==> config.mk <==
export PLATFORM = sky130hd
export DESIGN_NAME = page_table_walker_flat
export DESIGN_NICKNAME = d
export VERILOG_FILES = /design/src/rtl/page_table_walker_pkg.sv /design/src/rtl/page_table_walker_if.sv /design/src/rtl/page_table_walker_pte_checker.sv /design/src/rtl/page_table_walker.sv /design/src/flat_wrapper.sv
export SDC_FILE = /design/constraint.sdc
export NUM_CORES = 1
export LEC_CHECK = 0
export ABC_AREA = 1
export BUFFER_PORTS_ARGS = -buffer_cell sky130_fd_sc_hd__buf_4
export CORE_ASPECT_RATIO = 1.2
export CORE_MARGIN = 10
export CORE_UTILIZATION = 40
export CTS_BUF_LIST = sky130_fd_sc_hd__clkbuf_4 sky130_fd_sc_hd__clkbuf_8
export CTS_CLUSTER_SIZE = 40
export DETAILED_ROUTE_END_ITERATION = 8
export GPL_TIMING_DRIVEN = 0
export PLACE_DENSITY = 0.77
export SYNTH_ARGS = -nofsm -noshare
export SYNTH_HDL_FRONTEND = slang
export SYNTH_SLANG_ARGS = --single-unit
==> constraint.sdc <==
create_clock -name clk -period 1.9 [get_ports clk]
set_input_delay 0.19 -clock clk [delete_from_list [all_inputs] [get_ports clk]]
set_output_delay 0.19 -clock clk [all_outputs]
set_load 0.1 [all_outputs]
==> src/rtl/page_table_walker_pkg.sv <==
// Shared Sv32 walker types: PTE layout, Tlb entry, walker states.
// Ports: none (package only).
package page_table_walker_pkg;

    localparam int PTE_SIZE_LOG2 = 2;
    localparam int LEVELS        = 2;

    typedef logic [19:0] virtual_page_number_t;
    typedef logic [21:0] physical_page_number_t;
    typedef logic [33:0] paddr_t;

    typedef enum logic [1:0] {
        Instruction = 2'd0,
        Load        = 2'd1,
        Store       = 2'd2
    } MemoryAccessType;

    typedef struct packed {
        logic                  mode;
        logic [8:0]            asid;
        physical_page_number_t ppn;
    } csr_satp_t;

    typedef struct packed {
        logic [11:0] ppn1;
        logic [9:0]  ppn0;
        logic [1:0]  rsw;
        logic        d;
        logic        a;
        logic        g;
        logic        u;
        logic        x;
        logic        w;
        logic        r;
        logic        v;
    } sv32_pte_t;

    // flags holds PTE bits [7:0] (D A G U X W R V)
    typedef struct packed {
        logic                  valid;
        logic                  fault;
        logic [7:0]            flags;
        physical_page_number_t pageNumber;
    } TlbEntry;

    typedef enum logic [2:0] {
        S_IDLE,
        S_L1_REQ,
        S_L1_WAIT,
        S_L0_REQ,
        S_L0_WAIT,
        S_FILL
`ifdef PTW_HW_AD_UPDATE_EN
        ,
        S_AD_REQ,
        S_AD_WAIT
`endif
    } PtwState;

    function automatic paddr_t pteAddr(
        input physical_page_number_t ppn,
        input logic [9:0]            idx
    );
        return {ppn, idx, {PTE_SIZE_LOG2{1'b0}}};
    endfunction

endpackage

==> src/rtl/page_table_walker_if.sv <==
// Single-outstanding PTE memory port between walker and arbiter.
// master: walker (req/write/addr/wdata out); slave: memory side.
interface page_table_walker_if;
    import page_table_walker_pkg::*;

    logic        memReq;
    logic        memWrite;
    paddr_t      memAddr;
    logic [31:0] memWriteValue;
    logic        memGrant;
    logic        memRespValid;
    logic [31:0] memReadValue;

    modport master (
        output memReq, memWrite, memAddr, memWriteValue,
        input  memGrant, memRespValid, memReadValue
    );

    modport slave (
        input  memReq, memWrite, memAddr, memWriteValue,
        output memGrant, memRespValid, memReadValue
    );

endinterface

==> src/rtl/page_table_walker_pte_checker.sv <==
// Combinational Sv32 PTE classifier for one walk level.
// Ports: pte_i, level1_i, accessType_i -> fault_o, isLeaf_o, needAd_o.
module pte_checker
    import page_table_walker_pkg::*;
(
    input  sv32_pte_t       pte_i,
    input  logic            level1_i,
    input  MemoryAccessType accessType_i,
    output logic            fault_o,
    output logic            isLeaf_o,
    output logic            needAd_o
);

    logic misaligned;
    logic unusedBits;

    // permission bits are left to the Tlb
    assign unusedBits = ^{pte_i.ppn1, pte_i.rsw, pte_i.g, pte_i.u};

    assign isLeaf_o   = pte_i.r | pte_i.x;
    assign misaligned = level1_i && isLeaf_o && (pte_i.ppn0 != '0);

    assign fault_o = !pte_i.v
                  || (!pte_i.r && pte_i.w)
                  || (!isLeaf_o && !level1_i)
                  || misaligned;

    assign needAd_o = !pte_i.a
                   || ((accessType_i == Store) && !pte_i.d);

endmodule

==> src/rtl/page_table_walker.sv <==
// Sv32 hardware page-table walker: one Tlb refill per request.
// Ports: clk, rstN; requestEnable/Key/AccessType; busy, done;
//   tlbWriteEnable/Key/Value; mem (page_table_walker_if.master);
//   csrSatp; invalidate. Build option PTW_HW_AD_UPDATE_EN adds
//   A/D write-back; without it a needed A/D update is a fault.
module page_table_walker
    import page_table_walker_pkg::*;
#(
    parameter int unsigned TimeoutCycles = 255
) (
    input  logic                 clk,
    input  logic                 rstN,
    input  logic                 requestEnable,
    input  virtual_page_number_t requestKey,
    input  logic [1:0]           requestAccessType,
    output logic                 busy,
    output logic                 done,
    output logic                 tlbWriteEnable,
    output virtual_page_number_t tlbWriteKey,
    output TlbEntry              tlbWriteValue,
    page_table_walker_if.master  mem,
    input  logic [31:0]          csrSatp,
    input  logic                 invalidate
);

    localparam int unsigned TW =
        (TimeoutCycles < 2) ? 1 : $clog2(TimeoutCycles + 1);

    PtwState              state_q, state_d;
    virtual_page_number_t key_q, key_d;
    MemoryAccessType      acc_q, acc_d;
    sv32_pte_t            pte_q, pte_d;
    paddr_t               addr_q, addr_d;
    logic                 super_q, super_d;
    logic                 fault_q, fault_d;
    logic                 drop_q, drop_d;
    logic [TW-1:0]        timer_q, timer_d;

    csr_satp_t satp;
    sv32_pte_t rdPte;
    logic      chkFault, chkLeaf, chkNeedAd;
    logic      timeoutHit, dropNow;
    logic      memReqC, memWriteC;
    logic      unusedBits;

    assign satp       = csr_satp_t'(csrSatp);
    assign rdPte      = sv32_pte_t'(mem.memReadValue);
    assign unusedBits = ^{satp.mode, satp.asid, pte_q.rsw};

    pte_checker u_chk (
        .pte_i        (rdPte),
        .level1_i     (state_q == S_L1_WAIT),
        .accessType_i (acc_q),
        .fault_o      (chkFault),
        .isLeaf_o     (chkLeaf),
        .needAd_o     (chkNeedAd)
    );

    // timer restarts on every state change, so it measures the
    // time spent in the current REQ/WAIT state only
    assign timeoutHit = (TimeoutCycles != 0)
                     && (32'(timer_q) >= TimeoutCycles - 1);
    assign dropNow    = drop_q | invalidate;

    always_comb begin
        state_d   = state_q;
        key_d     = key_q;
        acc_d     = acc_q;
        pte_d     = pte_q;
        addr_d    = addr_q;
        super_d   = super_q;
        fault_d   = fault_q;
        drop_d    = (state_q == S_IDLE) ? 1'b0 : dropNow;
        memReqC   = 1'b0;
        memWriteC = 1'b0;
        done      = 1'b0;
        tlbWriteEnable = 1'b0;

        unique case (state_q)
            S_IDLE: begin
                if (requestEnable) begin
                    key_d   = requestKey;
                    acc_d   = MemoryAccessType'(requestAccessType);
                    addr_d  = pteAddr(satp.ppn, requestKey[19:10]);
                    super_d = 1'b0;
                    fault_d = 1'b0;
                    state_d = S_L1_REQ;
                end
            end

            S_L1_REQ, S_L0_REQ: begin
                memReqC = 1'b1;
                if (mem.memGrant) begin
                    state_d = (state_q == S_L1_REQ) ? S_L1_WAIT
                                                    : S_L0_WAIT;
                end else if (timeoutHit) begin
                    fault_d = 1'b1;
                    state_d = S_FILL;
                end
            end

            S_L1_WAIT, S_L0_WAIT: begin
                if (mem.memRespValid) begin
                    pte_d = rdPte;
                    if (chkFault) begin
                        fault_d = 1'b1;
                        state_d = S_FILL;
                    end else if (!chkLeaf) begin
                        // checker faults non-leaf at level 0
                        addr_d  = pteAddr({rdPte.ppn1, rdPte.ppn0},
                                          key_q[9:0]);
                        state_d = S_L0_REQ;
                    end else begin
                        super_d = (state_q == S_L1_WAIT);
                        state_d = S_FILL;
                        if (chkNeedAd) begin
`ifdef PTW_HW_AD_UPDATE_EN
                            // dropped walks skip the write-back
                            if (!dropNow) begin
                                pte_d.a = 1'b1;
                                pte_d.d = rdPte.d | (acc_q == Store);
                                state_d = S_AD_REQ;
                            end
`else
                            fault_d = 1'b1;
`endif
                        end
                    end
                end else if (timeoutHit) begin
                    fault_d = 1'b1;
                    state_d = S_FILL;
                end
            end

`ifdef PTW_HW_AD_UPDATE_EN
            S_AD_REQ: begin
                memReqC   = 1'b1;
                memWriteC = 1'b1;
                if (mem.memGrant) begin
                    state_d = S_AD_WAIT;
                end else if (timeoutHit) begin
                    fault_d = 1'b1;
                    state_d = S_FILL;
                end
            end

            S_AD_WAIT: begin
                if (mem.memRespValid) begin
                    state_d = S_FILL;
                end else if (timeoutHit) begin
                    fault_d = 1'b1;
                    state_d = S_FILL;
                end
            end
`endif

            S_FILL: begin
                done           = 1'b1;
                tlbWriteEnable = !dropNow;
                state_d        = S_IDLE;
            end

            default: state_d = S_IDLE;
        endcase

        timer_d = (state_d != state_q) ? '0 : timer_q + 1'b1;
    end

    always_ff @(posedge clk or negedge rstN) begin
        if (!rstN) begin
            state_q <= S_IDLE;
            key_q   <= '0;
            acc_q   <= Instruction;
            pte_q   <= '0;
            addr_q  <= '0;
            super_q <= 1'b0;
            fault_q <= 1'b0;
            drop_q  <= 1'b0;
            timer_q <= '0;
        end else begin
            state_q <= state_d;
            key_q   <= key_d;
            acc_q   <= acc_d;
            pte_q   <= pte_d;
            addr_q  <= addr_d;
            super_q <= super_d;
            fault_q <= fault_d;
            drop_q  <= drop_d;
            timer_q <= timer_d;
        end
    end

    assign busy        = (state_q != S_IDLE);
    assign tlbWriteKey = key_q;

    assign mem.memReq   = memReqC;
    assign mem.memWrite = memWriteC;
    assign mem.memAddr  = addr_q;
`ifdef PTW_HW_AD_UPDATE_EN
    assign mem.memWriteValue = pte_q;
`else
    assign mem.memWriteValue = '0;
`endif

    // faulting entries carry no translation and no flags
    always_comb begin
        tlbWriteValue = '0;
        if (state_q == S_FILL) begin
            tlbWriteValue.valid = 1'b1;
            tlbWriteValue.fault = fault_q;
            if (!fault_q) begin
                tlbWriteValue.flags = pte_q[7:0];
                tlbWriteValue.pageNumber = super_q
                    ? {pte_q.ppn1, key_q[9:0]}
                    : {pte_q.ppn1, pte_q.ppn0};
            end
        end
    end

endmodule

==> src/flat_wrapper.sv <==
// flat-port wrapper written by rule: the top's interface ports become plain ports
module page_table_walker_flat import page_table_walker_pkg::*;
#(
    parameter int unsigned TimeoutCycles = 255
)
  (clk, rstN, requestEnable, requestKey, requestAccessType, busy, done, tlbWriteEnable, tlbWriteKey, tlbWriteValue, csrSatp, invalidate, mem_memReq, mem_memWrite, mem_memAddr, mem_memWriteValue, mem_memGrant, mem_memRespValid, mem_memReadValue);
  page_table_walker_if mem_i ();
  input  logic clk;
  input  logic rstN;
  input  logic requestEnable;
  input  virtual_page_number_t requestKey;
  input  logic [1:0] requestAccessType;
  output logic busy;
  output logic done;
  output logic tlbWriteEnable;
  output virtual_page_number_t tlbWriteKey;
  output TlbEntry tlbWriteValue;
  input  logic [31:0] csrSatp;
  input  logic invalidate;
  output wire logic [$bits(mem_i.memReq)-1:0] mem_memReq;
  output wire logic [$bits(mem_i.memWrite)-1:0] mem_memWrite;
  output wire logic [$bits(mem_i.memAddr)-1:0] mem_memAddr;
  output wire logic [$bits(mem_i.memWriteValue)-1:0] mem_memWriteValue;
  input wire logic [$bits(mem_i.memGrant)-1:0] mem_memGrant;
  input wire logic [$bits(mem_i.memRespValid)-1:0] mem_memRespValid;
  input wire logic [$bits(mem_i.memReadValue)-1:0] mem_memReadValue;
  assign mem_memReq = mem_i.memReq;
  assign mem_memWrite = mem_i.memWrite;
  assign mem_memAddr = mem_i.memAddr;
  assign mem_memWriteValue = mem_i.memWriteValue;
  assign mem_i.memGrant = mem_memGrant;
  assign mem_i.memRespValid = mem_memRespValid;
  assign mem_i.memReadValue = mem_memReadValue;
  page_table_walker #(.TimeoutCycles(TimeoutCycles)) u_core (.clk(clk), .rstN(rstN), .requestEnable(requestEnable), .requestKey(requestKey), .requestAccessType(requestAccessType), .busy(busy), .done(done), .tlbWriteEnable(tlbWriteEnable), .tlbWriteKey(tlbWriteKey), .tlbWriteValue(tlbWriteValue), .mem(mem_i), .csrSatp(csrSatp), .invalidate(invalidate));
endmodule
==> results_dict.tcl, run 1 <==
set metrics [dict create \
    outcome "finished with violations" \
    violations "setup timing" \
    worstSetupPathType "flip-flop to output pin" \
    drt_wl_total_um 16600 \
    endpoint_kind "output pin" \
    tns_ns -0.682 \
    synth_cell_type_count 42 \
    ys_seq_area_frac 0.482 \
    area_growth_pct 53.8 \
    synth_area_leaders "dfrtp_1 48%, nand2_1 12%, nor2_1 5.5%" \
    chipWidth_um 123 \
    worstPathArrival_ns 1.77 \
    vias 4703 \
    synth_area_um2 5090 \
    cts_inserted_buffers 9 \
    ys_ff_latch 98 \
    top_level_ports 215 \
    whs_ns 0.0180 \
    diodes 0 \
    maxCapViolCount 0 \
    portBuffers 167 \
    hold_class "primary input to flip-flop" \
    globalplace.congestion 0.837 \
    worst-r2r-cell-count 5 \
    relSlewSlack 0.610 \
    fin_skew_ns 0.00712 \
    synth.avg_cell_area_um2 8.50 \
    htree_levels 3 \
    clock.fmax_mhz 511 \
    synth_top_area_frac 0.482 \
    hold_viol_final 0 \
    tightest_slew_ns 0.584 \
    period_share 1.03 \
    start_kind "flip-flop" \
    cpPeakStageDelay_ns 0.40 \
    cp_max_fo 6 \
    first_pass_iters 4 \
    setup_violations 30 \
    drc 0 \
    crit_top_cell "inv_4" \
    async_flop_share 1.00 \
    overflow 0 \
    drtAntennaViolNets 0 \
    fin_ws_ns -0.0553 \
    grt_pass1_vias 4856 \
    dr_wl_met3_um 1330 \
    hold_depth 3 \
    post-route-min-period_ns 1.96 \
    grt_max_degree 99 \
    synth_flop_cell "dfrtp_1" \
    drtIter0Drc 277 \
    cp.depth 6 \
    cp.required_ns 1.71 \
    synth_edf_count 0 \
    drive_gt1_frac 0.427 \
    clkSinkCount 98 \
    ff_latch_area_um2 2450 \
    start_util 0.406 \
    clockBufferDepth 2 \
    wl_met2_um 8600 \
    fp.dieH_um 144 \
    clockRootBuffer "clkbuf_8" \
    via_per_inst 4.73 \
    dp.cells 964 \
    insertion_delay_ns 0.36 \
    grt_pass1_wl_um 25600 \
    detailed_place_hpwl_um 12500 \
    fillCellCount 1074 \
    num_rows 45 \
    grt_setup_unrepaired "yes" \
    maxSlewViolCount 0 \
    multi_input_area_um2 2560 \
    design.die.area_um2 17700 \
    antenna_found_initial 0 \
    fp.coreArea_um2 12600 \
    yosysWarningCount 0 \
    fin_cells 994 \
    slowest_stage "dfrtp_2" \
    cts_tree "done" \
    crit_family "buffers and inverters" \
    top_layer "met4" \
    path_buf_inv 4 \
    grtUsageTotal 0.186 \
    wl_met1_um 6300 \
    synthCells 599 \
    cp_cell_sequence "inv_4 > nor3_4 > inv_4 > clkbuf_16 > nor2_4 > buf_12" \
    path_clk_slew_ns 0.09 \
    synth_top_area_cell "dfrtp_1" \
    routedWlPerCell_um 16.7 \
    fin_nets 919 \
]
[what timing repair did]
item / in CTS / in global routing
gates resized for setup: 108 / 8
endpoints found under the setup margin: 33 / 51
hold endpoints to repair: 2 / 42
cloned: 3 / 0
pin swaps: 3 / 1
setup buffers: 7 / 0
hold buffers: 2 / 1
[stage by stage]
step	instance area, um2	utilization	worst slack, ns
floorplan	5540	-	-0.730
global placement	7000	0.558	-0.00200
detailed placement	7000	0.558	-0.0216
CTS	7780	0.620	-0.0396
global route	7830	0.624	-0.117
finish	7830	0.624	-0.0553
[Yosys cell counts, types with 2 or more instances]
cell and number:
nor2_1 75, nand2_1 162, o21ai_2 2, a21oi_2 28, buf_2 5, buf_4 36, nand2_4 3, nor3_1 4
xnor2_1 2, o21ai_1 2, ha_1 2, xor2_1 4, inv_1 24, buf_6 7, nor2_2 5, inv_2 4
nand3_1 8, nand3_4 2, a21oi_1 18, o21ai_0 46, mux2_2 11, nand4_1 2, dfrtp_1 98, or2_2 3
nand2_2 3, buf_1 2, or2_1 17, clkbuf_1 10
[layout make-up]
cell class | instances | share of cell area
sequential | 98 | 0.313
buffer | 61 | 0.0612
timing repair buffer | 180 | 0.230
multi-input combinational | 445 | 0.327
tap | 164 | 0.0262
clock buffer | 12 | 0.0195
clock inverter | 4 | 0.00655
inverter | 30 | 0.0163
[worst reg2reg max path, cell delays in order, from the launching register on]
cell and delay (ns):
dfrtp_2 0.44, buf_4 0.16, nor3_2 0.31, nand2_4 0.22, buf_2 0.27, mux2_2 0.30
[metal layers]
layer	GRT usage	vias to the layer above
met5	0	-
met4	0.0798	0
met3	0.0510	25
li1	-	2278
met2	0.320	169
met1	0.211	2231
[flip-flops by register name (all words and copies together) (netlist names)]
name / flops
u_core.mem.memAddr: 32
u_core.acc_q: 2
u_core.tlbWriteKey: 20
u_core.timer_q: 8
u_core.fault_q: 1
u_core.drop_q: 1
u_core.super_q: 1
u_core.state_q: 3
u_core.pte_q: 30
[placed cells by master (no fill, tap or decap), drive strengths merged, types with 2 or more instances in the layout]
master / synthesis / layout
a21oi: 47 / 47
buf: 50 / 224
clkbuf: 11 / 26
clkinv: 1 / 3
conb: 1 / 35
dfrtp: 98 / 98
dlygate4sd3: 0 / 3
ha: 2 / 2
inv: 29 / 29
mux2: 11 / 11
nand2: 169 / 170
nand3: 11 / 11
nand4: 2 / 2
nor2: 80 / 80
nor3: 5 / 5
o21ai: 50 / 50
or2: 21 / 21
xnor2: 2 / 2
xor2: 4 / 4
[cells by family (layout without fill, tap and decap cells)]
| logic type | count (synthesis) | in the layout | synth area share |
|---|---|---|---|
| AND/OR/NAND/NOR | 289 | 290 | 0.247 |
| AO/OA/AOI/OAI | 101 | 101 | 0.125 |
| flip-flops | 98 | 98 | 0.482 |
| buffers and inverters | 91 | 287 | 0.106 |
| multiplexers | 11 | 11 | 0.0243 |
| XOR/XNOR | 6 | 6 | 0.0103 |
| adder cells (fa/ha/maj) | 2 | 2 | 0.00491 |
| other | 1 | 35 | 0.000736 |
[worst paths after layout]
path,start,slack [ns],to
setup / recovery,u_core.state_q[2],-0.06,tlbWriteValue[21]
hold / removal,mem_memReadValue[5],0.02,u_core.pte_q[5]
setup reg to reg,u_core.state_q[2],0.09,u_core.tlbWriteKey[2]
hold reg to reg,u_core.pte_q[24],0.49,u_core.pte_q[24]
max in group asynchronous,rstN,0.84,u_core.state_q[2]
min in group asynchronous,rstN,0.36,u_core.mem.memAddr[24]
Power of run 1 is left out: the tool's default activity adds up to more than one toggle a clock period on the data nets, which glitch-free logic cannot reach.
==> run 2: changes to the inputs <==
Settings changed: CORE_MARGIN 10 to 3.
==> run 2 against run 1 <==
The flow still finishes with violations (setup timing). Routed wire length fell by 10%. Highest routed layer unchanged. Cell count fell by 0.30%. Final area rose by 0.24%.
==> results_dict.tcl, run 2 (synthesis gave the netlist of run 1 again) <==
set metrics [dict create \
    num_rows 44 \
    place_area_um2 7000 \
    drt_wl_total_um 15000 \
    design.die.area_um2 14100 \
    clockRootBuffer "clkbuf_8" \
    worstPathArrival_ns 1.77 \
    start_util 0.415 \
    drive_gt1_frac 0.427 \
    globalplace.congestion 0.882 \
    grt_pass1_vias 4571 \
    fp.dieH_um 130 \
    vias 4615 \
    drc 0 \
    startpoint "u_core.state_q[1]" \
    hp-start "mem_memReadValue[0]" \
    post-route-min-period_ns 1.96 \
    worstSetupPathType "flip-flop to output pin" \
    stdcell_area_um2 7850 \
    clockBufferDepth 2 \
    antenna_found_initial 0 \
    drtIter0Drc 219 \
    fillCellCount 998 \
    start_kind "flip-flop" \
    top_level_ports 215 \
    drtAntennaViolNets 0 \
    hold_class "primary input to flip-flop" \
    layout_common_cells "178 x buf_4, 161 x nand2_1, 96 x dfrtp_1, 53 x nor2_1, 46 x o21ai_0" \
    grt_pass1_wl_um 23100 \
    mostFrequentLayoutCell "buf_4" \
    tns_ns -0.738 \
    violations "setup timing" \
    area_growth_pct 54.2 \
    cts_tree "done" \
    diodes 0 \
    maxSlewViolCount 0 \
    fin_cells 991 \
    fin_skew_ns 0.0117 \
    fp.coreArea_um2 12300 \
    portBuffers 167 \
    endpoint_kind "output pin" \
    maxCapViolCount 0 \
    cts_inserted_buffers 9 \
    fin_nets 919 \
    grtUsageTotal 0.213 \
    hold_viol_final 0 \
    clock.fmax_mhz 509 \
    period_share 1.03 \
    insertion_delay_ns 0.37 \
    largest_reg_flops 32 \
    detailed_place_hpwl_um 10900 \
    overflow 0 \
    grt_setup_unrepaired "yes" \
    setup_violations 30 \
    grt_max_degree 99 \
    routedWlPerCell_um 15.1 \
    via_per_inst 4.66 \
    chipWidth_um 109 \
    dp_slack_ns -0.0400 \
    outcome "finished with violations" \
    cp.required_ns 1.71 \
    first_pass_iters 7 \
    clkSinkCount 98 \
    path_clk_slew_ns 0.10 \
    htree_levels 3 \
    r2r-start "u_core.state_q[2]" \
    fin_ws_ns -0.0633 \
    cp_max_fo 6 \
    dp.cells 961 \
]
-- run 2: final timing paths --
path	end	slack, ns	cells after the start
setup / recovery	tlbWriteValue[3]	-0.06	5
hold / removal	u_core.pte_q[0]	0.02	3
hold reg to reg	u_core.pte_q[13]	0.49	2
min in group asynchronous	u_core.mem.memAddr[22]	0.27	2
setup reg to reg	u_core.acc_q[0]	0.12	5
max in group asynchronous	u_core.state_q[2]	0.94	3
-- run 2: critical path: stages (launching register included) --
cell	delay [ns]
dfrtp_2	0.49
nor3_4	0.25
buf_6	0.20
nand2_8	0.09
a21oi_4	0.18
buf_12	0.20
-- run 2: final cells by class --
class	count	area (um2)	share of cell area
multi-input cells	445	2560	0.327
flip-flops and latches	98	2450	0.313
repair buffers	180	1780	0.227
plain buffers	61	475	0.0606
well taps	161	201	0.0257
inverters	30	129	0.0164
clock buffers	9	124	0.0158
clock inverters	7	116	0.0148
-- run 2: stage by stage --
stage,hold slack (ns),util
after detailed placement,0.399,0.570
after floorplan,-0.106,-
final,0.0172,0.639
after global placement,0.394,0.570
after CTS,0.00308,0.635
after global routing,0.0225,0.639
-- run 2: timing repair --
item                                    CTS  global route
gates resized for setup                 108             5
cloned                                    3             0
endpoints found under the hold margin     1            25
setup buffers                             8             0
hold buffers                              1             1
pin swaps                                 5             1
endpoints found under the setup margin   33            51
-- run 2: routing by layer --
layer,up-vias,GRT usage,part of all wire
met2,166,0.370,0.51
met4,0,0.0951,0.025
met1,2134,0.255,0.40
met5,-,0,0
met3,27,0.0374,0.061
li1,2288,-,-
Power of run 2 is left out for the same reason.
==> run 3: changes to the inputs <==
Settings changed: PLACE_DENSITY 0.77 to 0.76, SYNTH_HIERARCHICAL set to 1.
==> run 3 against run 2 <==
Highest routed layer unchanged. Critical path type is now flip-flop to flip-flop. The run ends with hold timing, setup timing left. Routed wire length grew 7.5%. Register-to-register slack worse by 0.18 ns. Largest cell class unchanged. Global-route usage up 0.72 points. Worst hold slack got worse by 0.085 ns. Final area is 5.5% higher.
==> results_dict.tcl, run 3 <==
set metrics [dict create \
    cts_tree "done" \
    post-route-min-period_ns 1.96 \
    synth_area_um2 5190 \
    fin_nets 981 \
    grt_setup_unrepaired "yes" \
    insertion_delay_ns 0.36 \
    overflow 0 \
    num_rows 44 \
    fin_skew_ns 0.0102 \
    maxCapViolCount 0 \
    multi_input_area_um2 2620 \
    clockRootBuffer "clkbuf_8" \
    synthMuxAreaShare 0.0282 \
    ff_latch_area_um2 2450 \
    clkSinkCount 98 \
    fp.coreArea_um2 12400 \
    synth_top_family_by_area "simple AND/OR/NAND/NOR gates" \
    globalplace.congestion 0.820 \
    grt_pass1_vias 4873 \
    hold_viol_final 98 \
    design.die.area_um2 14400 \
    maxSlewViolCount 0 \
    synth_adder_area_share 0.00482 \
    violations "hold timing, setup timing" \
    largest_reg_flops 32 \
    layout_common_cells "187 x nand2_1, 184 x buf_4, 97 x dfrtp_1, 71 x inv_1, 56 x o21ai_0" \
    synthCells 650 \
    whs_ns -0.0673 \
    synth_common_cells "209 x nand2_1, 98 x dfrtp_1, 74 x inv_1, 58 x o21ai_0, 49 x nor2_1" \
    tightest_slew_ns 0.901 \
    routedWlPerCell_um 15.3 \
    area_growth_pct 59.4 \
    synth-xor-area-share 0.00843 \
    drive_gt1_frac 0.442 \
    worstSetupPathType "flip-flop to flip-flop" \
    outcome "finished with violations" \
    antenna_found_initial 0 \
    via_per_inst 4.72 \
    synth.avg_cell_area_um2 7.99 \
    fp.dieH_um 131 \
    clockBufferDepth 2 \
    async_flop_share 1.00 \
    top_level_ports 215 \
    cp.required_ns 2.20 \
    start_kind "flip-flop" \
    portBuffers 167 \
    ys_ff_latch 98 \
    synth_cell_type_count 32 \
    cpPeakStageDelay_ns 0.38 \
    crit_family "buffers and inverters" \
    grt_pass1_wl_um 24400 \
    drc 0 \
    cp_max_fo 9 \
    grt_max_degree 99 \
    cp_cell_sequence "buf_6 > buf_4 > buf_4 > o21ai_4 > nand2_4 > nor2_2 > o21a_2 > buf_12 > clkbuf_16 > nand2_4 > o21ai_2" \
    synth_flop_cell "dfrtp_1" \
    path_clk_slew_ns 0.09 \
    period_share 1.03 \
    cts_inserted_buffers 9 \
    drt_wl_total_um 16100 \
    clock.fmax_mhz 511 \
    synth_edf_count 0 \
    cts_hold_buf 0 \
    drtIter0Drc 244 \
    start_util 0.419 \
    grtUsageTotal 0.220 \
    first_pass_iters 4 \
    chipWidth_um 110 \
    fin_ws_ns -0.0552 \
    dp_slack_ns -0.201 \
    slowest_stage "dfrtp_1" \
    worstPathArrival_ns 2.25 \
    diodes 0 \
    relSlewSlack 0.399 \
    yosysWarningCount 6 \
    synth_top_area_cell "dfrtp_1" \
    path_buf_inv 5 \
    synth_area_leaders "dfrtp_1 47%, nand2_1 15%, o21ai_0 5.6%" \
    drtAntennaViolNets 0 \
    setup_violations 62 \
    hold_class "primary input to asynchronous set/reset pin" \
    detailed_place_hpwl_um 11400 \
    utilization 0.668 \
    synth_compound_area_frac 0.133 \
    mostFrequentLayoutCell "nand2_1" \
    synth-simple-area-share 0.213 \
    endpoint_kind "flip-flop" \
    synth.most_common_cell "nand2_1" \
    htree_levels 3 \
    vias 4969 \
    ys_seq_area_frac 0.472 \
    fillCellCount 1026 \
    synth_top_area_frac 0.472 \
]
run 3: metrics by stage:
stage | TNS (ns) | cells | cell area, um2
after floorplan | -21.67 | 684 | 5650
after global placement | -6.03 | 1012 | 7100
after detailed placement | -6.39 | 1012 | 7100
after CTS | -1.70 | 1042 | 7940
after global routing | -8.42 | 1053 | 8280
final | -1.90 | 1053 | 8280
run 3: layout make-up:
type / count / area share
buffer: 64 / 0.0671
clock buffer: 12 / 0.0199
clock inverter: 4 / 0.00589
inverter: 77 / 0.0364
multi-input combinational: 446 / 0.316
sequential: 98 / 0.296
tap: 161 / 0.0243
timing repair buffer: 191 / 0.234
run 3: metal layers:
metal  up-vias  share of wire  global-route usage  wire, um
met1      2336           0.38               0.262      6190
met3        24          0.079              0.0486      1280
met4         0          0.021              0.0829       344
li1       2428              -                   -         -
met2       181           0.51               0.385      8280
met5         -              0                   0         0
run 3: worst register-to-register path: cells and delay by family, from the launching register on:
family                 cells  cell delay [ns]
AND/OR/NAND/NOR            3             0.29
flip-flops                 1             0.38
buffers and inverters      5             0.77
AO/OA/AOI/OAI              3             0.45
run 3: cells by family after synthesis:
| family | count (synthesis) |
|---|---|
| simple gates | 280 |
| buf+inv | 141 |
| compound gates | 110 |
| flops | 98 |
| mux | 13 |
| xor+xnor | 5 |
| fa+ha+maj | 2 |
| other cells | 1 |
run 3: repair_timing:
action | 4_1_cts | 5_1_grt
setup endpoints to repair | 74 | 95
pin swaps | 5 | 8
cloned | 4 | 4
setup buffers | 10 | 7
resized for setup | 120 | 66
run 3: path summary, 6_finish.rpt:
| path | end | slack, ns | start | cells past startpoint |
|---|---|---|---|---|
| worst max-delay path | u_core/mem.memAddr[9] | -0.06 | u_core/state_q[1] | 11 |
| worst min-delay path | u_core/tlbWriteKey[1] | -0.07 | rstN | 1 |
| worst max register to register | u_core/mem.memAddr[9] | -0.06 | u_core/state_q[1] | 11 |
| worst min register to register | u_core/tlbWriteKey[13] | 0.49 | u_core/tlbWriteKey[13] | 2 |
| max in group asynchronous | u_core/state_q[0] | 1.33 | rstN | 1 |
| min in group clk | u_core/tlbWriteKey[1] | 0.03 | requestKey[1] | 3 |
Power of run 3 is left out for the same reason.
